### src/rtl/spc_timer_io_if.sv
// CPU/BRAM bus bundle for the SPC timer and I/O window block.
// The master drives address, write data, strobe and BRAM read data; the slave returns the rest.
interface spc_timer_io_if;
  logic [15:0] in_address;
  logic [7:0]  in_write;
  logic        in_write_enable;
  logic [7:0]  out_read;
  logic [7:0]  in_ram_read;
  logic        out_ram_write_enable;

  modport master (
    output in_address,
    output in_write,
    output in_write_enable,
    output in_ram_read,
    input  out_read,
    input  out_ram_write_enable
  );

  modport slave (
    input  in_address,
    input  in_write,
    input  in_write_enable,
    input  in_ram_read,
    output out_read,
    output out_ram_write_enable
  );
endinterface

### src/rtl/spc_timer_io.sv
// Memory-mapped I/O window at 0x00F0-0x00FF with three two-stage timers (8-bit divider,
// 4-bit read-to-clear output counter); all other addresses fall through to a 1-cycle BRAM.
module spc_timer_io #(
  parameter int unsigned T01_DIV = 128,
  parameter int unsigned T2_DIV  = 16
) (
  input logic           clock,
  input logic           reset,
  spc_timer_io_if.slave bus
);

  localparam int unsigned     PreW    = (T01_DIV > 1) ? $clog2(T01_DIV) : 1;
  localparam logic [PreW-1:0] PreLast = PreW'(T01_DIV - 1);
  localparam logic [PreW-1:0] T2Mask  = PreW'(T2_DIV - 1);

  logic            io_window;
  logic [3:0]      io_idx;
  logic            rd_cycle;
  logic            ctrl_wr;

  logic [PreW-1:0] pre_q, pre_d;
  logic            tick01, tick2;

  logic [2:0]      en_q, en_d;
  logic [2:0][7:0] div_q, div_d;
  logic [2:0][7:0] stage_q, stage_d;
  logic [2:0][3:0] tout_q, tout_d;

  logic [2:0]      tick, en_rise, adv, wrap, rd_clr, div_wr;
  logic [2:0][7:0] stage_inc;

  logic            io_sel_q;
  logic [7:0]      io_data_q, io_data_d;

  assign io_window = (bus.in_address[15:4] == 12'h00F);
  assign io_idx    = bus.in_address[3:0];
  assign rd_cycle  = ~bus.in_write_enable;
  assign ctrl_wr   = bus.in_write_enable & io_window & (io_idx == 4'h1);

  assign bus.out_ram_write_enable = bus.in_write_enable & ~io_window;
  assign bus.out_read             = io_sel_q ? io_data_q : bus.in_ram_read;

  assign tick01 = (pre_q == PreLast);
  assign tick2  = ((pre_q & T2Mask) == T2Mask);
  assign pre_d  = tick01 ? '0 : pre_q + 1'b1;

  always_comb begin
    tick      = '0;
    en_rise   = '0;
    div_wr    = '0;
    rd_clr    = '0;
    stage_inc = '0;
    adv       = '0;
    wrap      = '0;
    en_d      = en_q;
    div_d     = div_q;
    stage_d   = stage_q;
    tout_d    = tout_q;
    for (int i = 0; i < 3; i++) begin
      tick[i]      = (i == 2) ? tick2 : tick01;
      en_rise[i]   = ctrl_wr & bus.in_write[i] & ~en_q[i];
      div_wr[i]    = bus.in_write_enable & io_window & (io_idx == 4'(10 + i));
      rd_clr[i]    = rd_cycle & io_window & (io_idx == 4'(13 + i));
      stage_inc[i] = stage_q[i] + 8'd1;
      adv[i]       = en_q[i] & tick[i];
      // 8-bit wrap makes a divisor of 0 match after 256 ticks
      wrap[i]      = adv[i] & (stage_inc[i] == div_q[i]);
      if (ctrl_wr) en_d[i] = bus.in_write[i];
      if (div_wr[i]) div_d[i] = bus.in_write;
      if (en_rise[i]) begin
        stage_d[i] = '0;
        tout_d[i]  = '0;
      end else begin
        if (wrap[i]) begin
          stage_d[i] = '0;
        end else if (adv[i]) begin
          stage_d[i] = stage_inc[i];
        end
        // A read-clear racing an increment keeps the increment
        if (rd_clr[i]) begin
          tout_d[i] = {3'b000, wrap[i]};
        end else begin
          tout_d[i] = tout_q[i] + {3'b000, wrap[i]};
        end
      end
    end
  end

  always_comb begin
    io_data_d = io_data_q;
    if (rd_cycle) begin
      io_data_d = '0;
      if (io_window) begin
        case (io_idx)
          4'hD:    io_data_d = {4'b0000, tout_q[0]};
          4'hE:    io_data_d = {4'b0000, tout_q[1]};
          4'hF:    io_data_d = {4'b0000, tout_q[2]};
          default: io_data_d = '0;
        endcase
      end
    end
  end

  always_ff @(posedge clock or posedge reset) begin
    if (reset) begin
      pre_q     <= '0;
      en_q      <= '0;
      div_q     <= '0;
      stage_q   <= '0;
      tout_q    <= '0;
      io_sel_q  <= 1'b0;
      io_data_q <= '0;
    end else begin
      pre_q     <= pre_d;
      en_q      <= en_d;
      div_q     <= div_d;
      stage_q   <= stage_d;
      tout_q    <= tout_d;
      io_sel_q  <= io_window;
      io_data_q <= io_data_d;
    end
  end

endmodule

### src/flat_wrapper.sv
// flat-port wrapper written by rule: the top's interface ports become plain ports
module spc_timer_io_flat 
#(
  parameter int unsigned T01_DIV = 128,
  parameter int unsigned T2_DIV  = 16
)
  (clock, reset, bus_in_address, bus_in_write, bus_in_write_enable, bus_in_ram_read, bus_out_read, bus_out_ram_write_enable);
  spc_timer_io_if bus_i ();
  input logic clock;
  input logic reset;
  input wire logic [$bits(bus_i.in_address)-1:0] bus_in_address;
  input wire logic [$bits(bus_i.in_write)-1:0] bus_in_write;
  input wire logic [$bits(bus_i.in_write_enable)-1:0] bus_in_write_enable;
  input wire logic [$bits(bus_i.in_ram_read)-1:0] bus_in_ram_read;
  output wire logic [$bits(bus_i.out_read)-1:0] bus_out_read;
  output wire logic [$bits(bus_i.out_ram_write_enable)-1:0] bus_out_ram_write_enable;
  assign bus_i.in_address = bus_in_address;
  assign bus_i.in_write = bus_in_write;
  assign bus_i.in_write_enable = bus_in_write_enable;
  assign bus_i.in_ram_read = bus_in_ram_read;
  assign bus_out_read = bus_i.out_read;
  assign bus_out_ram_write_enable = bus_i.out_ram_write_enable;
  spc_timer_io #(.T01_DIV(T01_DIV), .T2_DIV(T2_DIV)) u_core (.clock(clock), .reset(reset), .bus(bus_i));
endmodule
### config.mk
export PLATFORM = sky130hd
export DESIGN_NAME = spc_timer_io_flat
export DESIGN_NICKNAME = d
export VERILOG_FILES = /design/src/rtl/spc_timer_io_if.sv /design/src/rtl/spc_timer_io.sv /design/src/flat_wrapper.sv
export SDC_FILE = /design/constraint.sdc
export NUM_CORES = 1
export LEC_CHECK = 0
export CELL_PAD_IN_SITES_DETAIL_PLACEMENT = 0
export CELL_PAD_IN_SITES_GLOBAL_PLACEMENT = 1
export CORE_MARGIN = 2
export CORE_UTILIZATION = 45
export CTS_CLUSTER_DIAMETER = 150
export DETAILED_ROUTE_END_ITERATION = 8
export PLACE_DENSITY_LB_ADDON = 0.1
export SKIP_CTS_REPAIR_TIMING = 1
export SLEW_MARGIN = 20
export SYNTH_ARGS = -nofsm -noshare
export SYNTH_HDL_FRONTEND = slang
export SYNTH_SLANG_ARGS = --single-unit
### constraint.sdc
create_clock -name clock -period 3.36 [get_ports clock]
set_input_delay 0.672 -clock clock [delete_from_list [all_inputs] [get_ports clock]]
set_output_delay 0.672 -clock clock [all_outputs]
set_load 0.1 [all_outputs]
==> flow_summary.ini, run 1 <==
[clock_network]
root_buffer = clkbuf_8
cts.clk_slew.worst_paths_ns = 0.08
cts_buffer_depth = 2
cts_made_buffers = 9
clock_latency_ns = 0.34
cts_sinks = 75
htreeDepth = 3
cts_tree = built

[setup_path]
crit_chain = ha_1 > nand3_2 > o21a_1 > or4_4 > a2111oi_4 > nor2b_1 > ha_1 > ha_1 > xnor2_1 > nor2_1
critPathLaunchType = register
cp_num_buf_inv = 0
path_delay_family = simple AND/OR/NAND/NOR gates
slowest_stage = or4_4
cp-end-kind = register
worstPathArrival_ns = 3.18
cpMostUsedCell = ha_1
path_max_fanout = 7
cp.depth = 10
ff2ff_path_depth = 10
slowest_delay_ns = 0.53
worstPathRequired_ns = 3.59
worst-setup-path-type = reg -> reg

[timing]
drv_slew = 0
tns_ns = 0
final-hold-violation-count = 0
finClkSkew_ns = 0.0102
layout_setup_ws_ns = 0.411
fmax_ghz = 0.339
finalCritPeriodShare_pct = 87.8
hold_ws_ns = 0.469
rsz0062_at_grt = no
slew_headroom_pct = 53.9
layout_min_cycle_time_ns = 2.95
final-setup-viol-count = 0
max_slew.worst_pin.slew_ns = 0.691

[synth]
ys.flop_type = dfrtp_1
yosysTopAreaCellShare_pct = 43.6
async_reset_ff_share_pct = 100
synth-edff-count = 0
yosysWarnings = 0
yosysTopAreaCell = dfrtp_1
syn_nets = 468
synth.area.top_cells = dfrtp_1 44%, mux2_1 5.5%, xnor2_1 4.7%, mux2_2 3.7%, xor2_1 3.3%
ys_types = 63
synth_area_um2 = 4300
ys_ff_latch = 75
syn_inst = 423
ys_seq_area_share_pct = 43.6
syn_avg_cell_area_um2 = 10.2

[route]
ant_nets = 0
drt_iter0_drc = 73
wl_per_cell_um = 15.8
first_pass_iters = 4
via_count = 3309
via_per_inst = 5.43
drt-total-wl_um = 9600
drc = 0

[layout]
stdcell_count = 609
final_net_count = 521
drive_gt1_share_pct = 13.1
area_growth_pct = 20.0
final_util_pct = 55.9
diodes = 0

[place]
io_buffers = 43
dp.cells = 594
dp_hpwl_um = 7210
place_congestion = 0.837
post-place-ws_ns = 0.298

[global_routing]
use_met2_pct = 32.3
grt.total_usage_pct = 19.9
grt_pass1_wl_um = 16000
grt_pass1_vias = 3319
grt.busiest_layer = met2
grtUsageMet3_pct = 2.69
grt_max_degree = 76
grt_util_met1_pct = 27.3
overflow = 0
antenna_found_initial = 0

[floorplanning]
initial_core_util_pct = 46.6
die_area_um2 = 10400
die_w_um = 102
rows = 35
coreArea_um2 = 9240
die_h_um = 102
ioPinCount = 44

[flow_run]
cap_violations = 0

[min_path]
hold_path.class = reg -> reg
whs_path_depth = 1

[power]
p_leak_nw = 2.30
ir_drop_uv = 219
p_per_area_nw_per_um2 = 361

[outcome]
run_status = complete, no violations
==> where the power goes <==
part	leakage (nW)	internal, mW	total, mW	switching [mW]
logic	1.27	0.0582	0.144	0.0863
clock network	0.119	0.486	0.817	0.331
registers	0.914	0.902	0.902	0.000364
total	2.30	1.45	1.86	0.418
==> state kept, by name, indices dropped and copies added (netlist names) <==
| signal | flops |
|---|---|
| u_core.en_q | 3 |
| u_core.io_sel_q | 1 |
| u_core.io_data_q | 4 |
| u_core.pre_q | 7 |
| u_core.tout_q | 12 |
| u_core.stage_q | 24 |
| u_core.div_q | 24 |
==> worst paths after layout <==
check                                          end  slack (ns)         startpoint
worst min-delay path               u_core.pre_q[0]        0.47    u_core.pre_q[0]
worst max register to register    u_core.tout_q[2]        0.41  u_core.stage_q[0]
min in group asynchronous          u_core.io_sel_q        0.74              reset
max in group asynchronous       u_core.stage_q[13]        2.31              reset
worst min register to register     u_core.pre_q[0]        0.47    u_core.pre_q[0]
worst max-delay path              u_core.tout_q[2]        0.41  u_core.stage_q[0]
==> cells in the final DEF, fill, tap and decap left out, types with 3 or more instances in the layout <==
cell	Yosys	routed
nor3_2	3	3
or3_1	4	4
ha_1	10	10
bufinv_16	0	3
nor4_1	7	7
nor3_1	11	11
nand3_1	22	22
clkdlybuf4s50_1	0	34
nor2b_1	10	10
and3_1	4	4
clkinv_2	0	3
nand4_1	9	9
o211ai_1	4	4
mux2_2	14	14
o21ai_0	14	14
xor2_1	16	16
xnor2_1	23	23
buf_4	2	21
and3b_1	4	4
o21ai_1	3	3
clkbuf_8	0	9
nand2b_1	4	4
inv_1	14	13
mux2_1	21	21
nand2_1	32	32
a221o_1	6	6
dfrtp_1	75	75
a22o_1	13	13
a21oi_1	7	7
nor2_1	32	32
==> cell usage after synthesis, types with 3 or more instances <==
cell type / n
nor4_1: 7
nor2b_1: 10
dfrtp_1: 75
o21ai_0: 14
o211ai_1: 4
ha_1: 10
a21oi_1: 7
o21ai_1: 3
and3b_1: 4
nand3_1: 22
mux2_2: 14
or3_1: 4
nand4_1: 9
clkbuf_1: 10
nor3_1: 11
a221o_1: 6
inv_1: 14
and3_1: 4
nand2b_1: 4
nor3_2: 3
mux2_1: 21
a22o_1: 13
nand2_1: 32
xor2_1: 16
xnor2_1: 23
nor2_1: 32
==> per-stage QoR <==
stage	power (mW)	area (um^2)
5_1_grt	1.93	5170
3_3_place_gp	1.07	4940
2_1_floorplan	0.995	4300
4_1_cts	1.89	5170
3_5_place_dp	1.07	4940
6_report	1.86	5170
==> final cells by class <==
class	count	area [um^2]
Tap cell	129	161
Multi-Input combinational cell	319	2310
Inverter	14	52.6
Clock inverter	6	105
Sequential cell	75	1880
Timing Repair Buffer	57	538
Clock buffer	9	124
Fill cell	824	4070
==> worst register-to-register path: stages, from the launching register on <==
cell and delay (ns):
dfrtp_1 0.45, ha_1 0.34, nand3_2 0.17, o21a_1 0.22, or4_4 0.53, a2111oi_4 0.42, nor2b_1 0.20, ha_1 0.18
ha_1 0.16, xnor2_1 0.11, nor2_1 0.05
==> per-layer routing <==
metal / vias up / wire [um]
met1: 1593 / 4600
met2: 50 / 4590
met3: 13 / 261
li1: 1653 / -
met5: - / 0
met4: 0 / 148
==> kinds of logic (layout without fill, tap and decap cells) <==
family,after synthesis,count (layout),share of synthesized area (%)
compound gates,68,68,11.9
fa+ha+maj,10,10,2.91
xor+xnor,39,39,7.94
buf+inv,29,86,2.76
mux,37,37,9.62
simple gates,165,165,21.2
flops,75,75,43.6
Power figures use the tool's default switching activity.
==> run 2: changes to the inputs <==
--- a/config.mk
+++ b/config.mk
@@ -5,6 +5,7 @@
 export SDC_FILE = /design/constraint.sdc
 export NUM_CORES = 1
 export LEC_CHECK = 0
+export CAP_MARGIN = 0
 export CELL_PAD_IN_SITES_DETAIL_PLACEMENT = 0
 export CELL_PAD_IN_SITES_GLOBAL_PLACEMENT = 1
 export CORE_MARGIN = 2
==> results of run 2 <==
The final DEF is identical to that of run 1; final timing and power are the same.
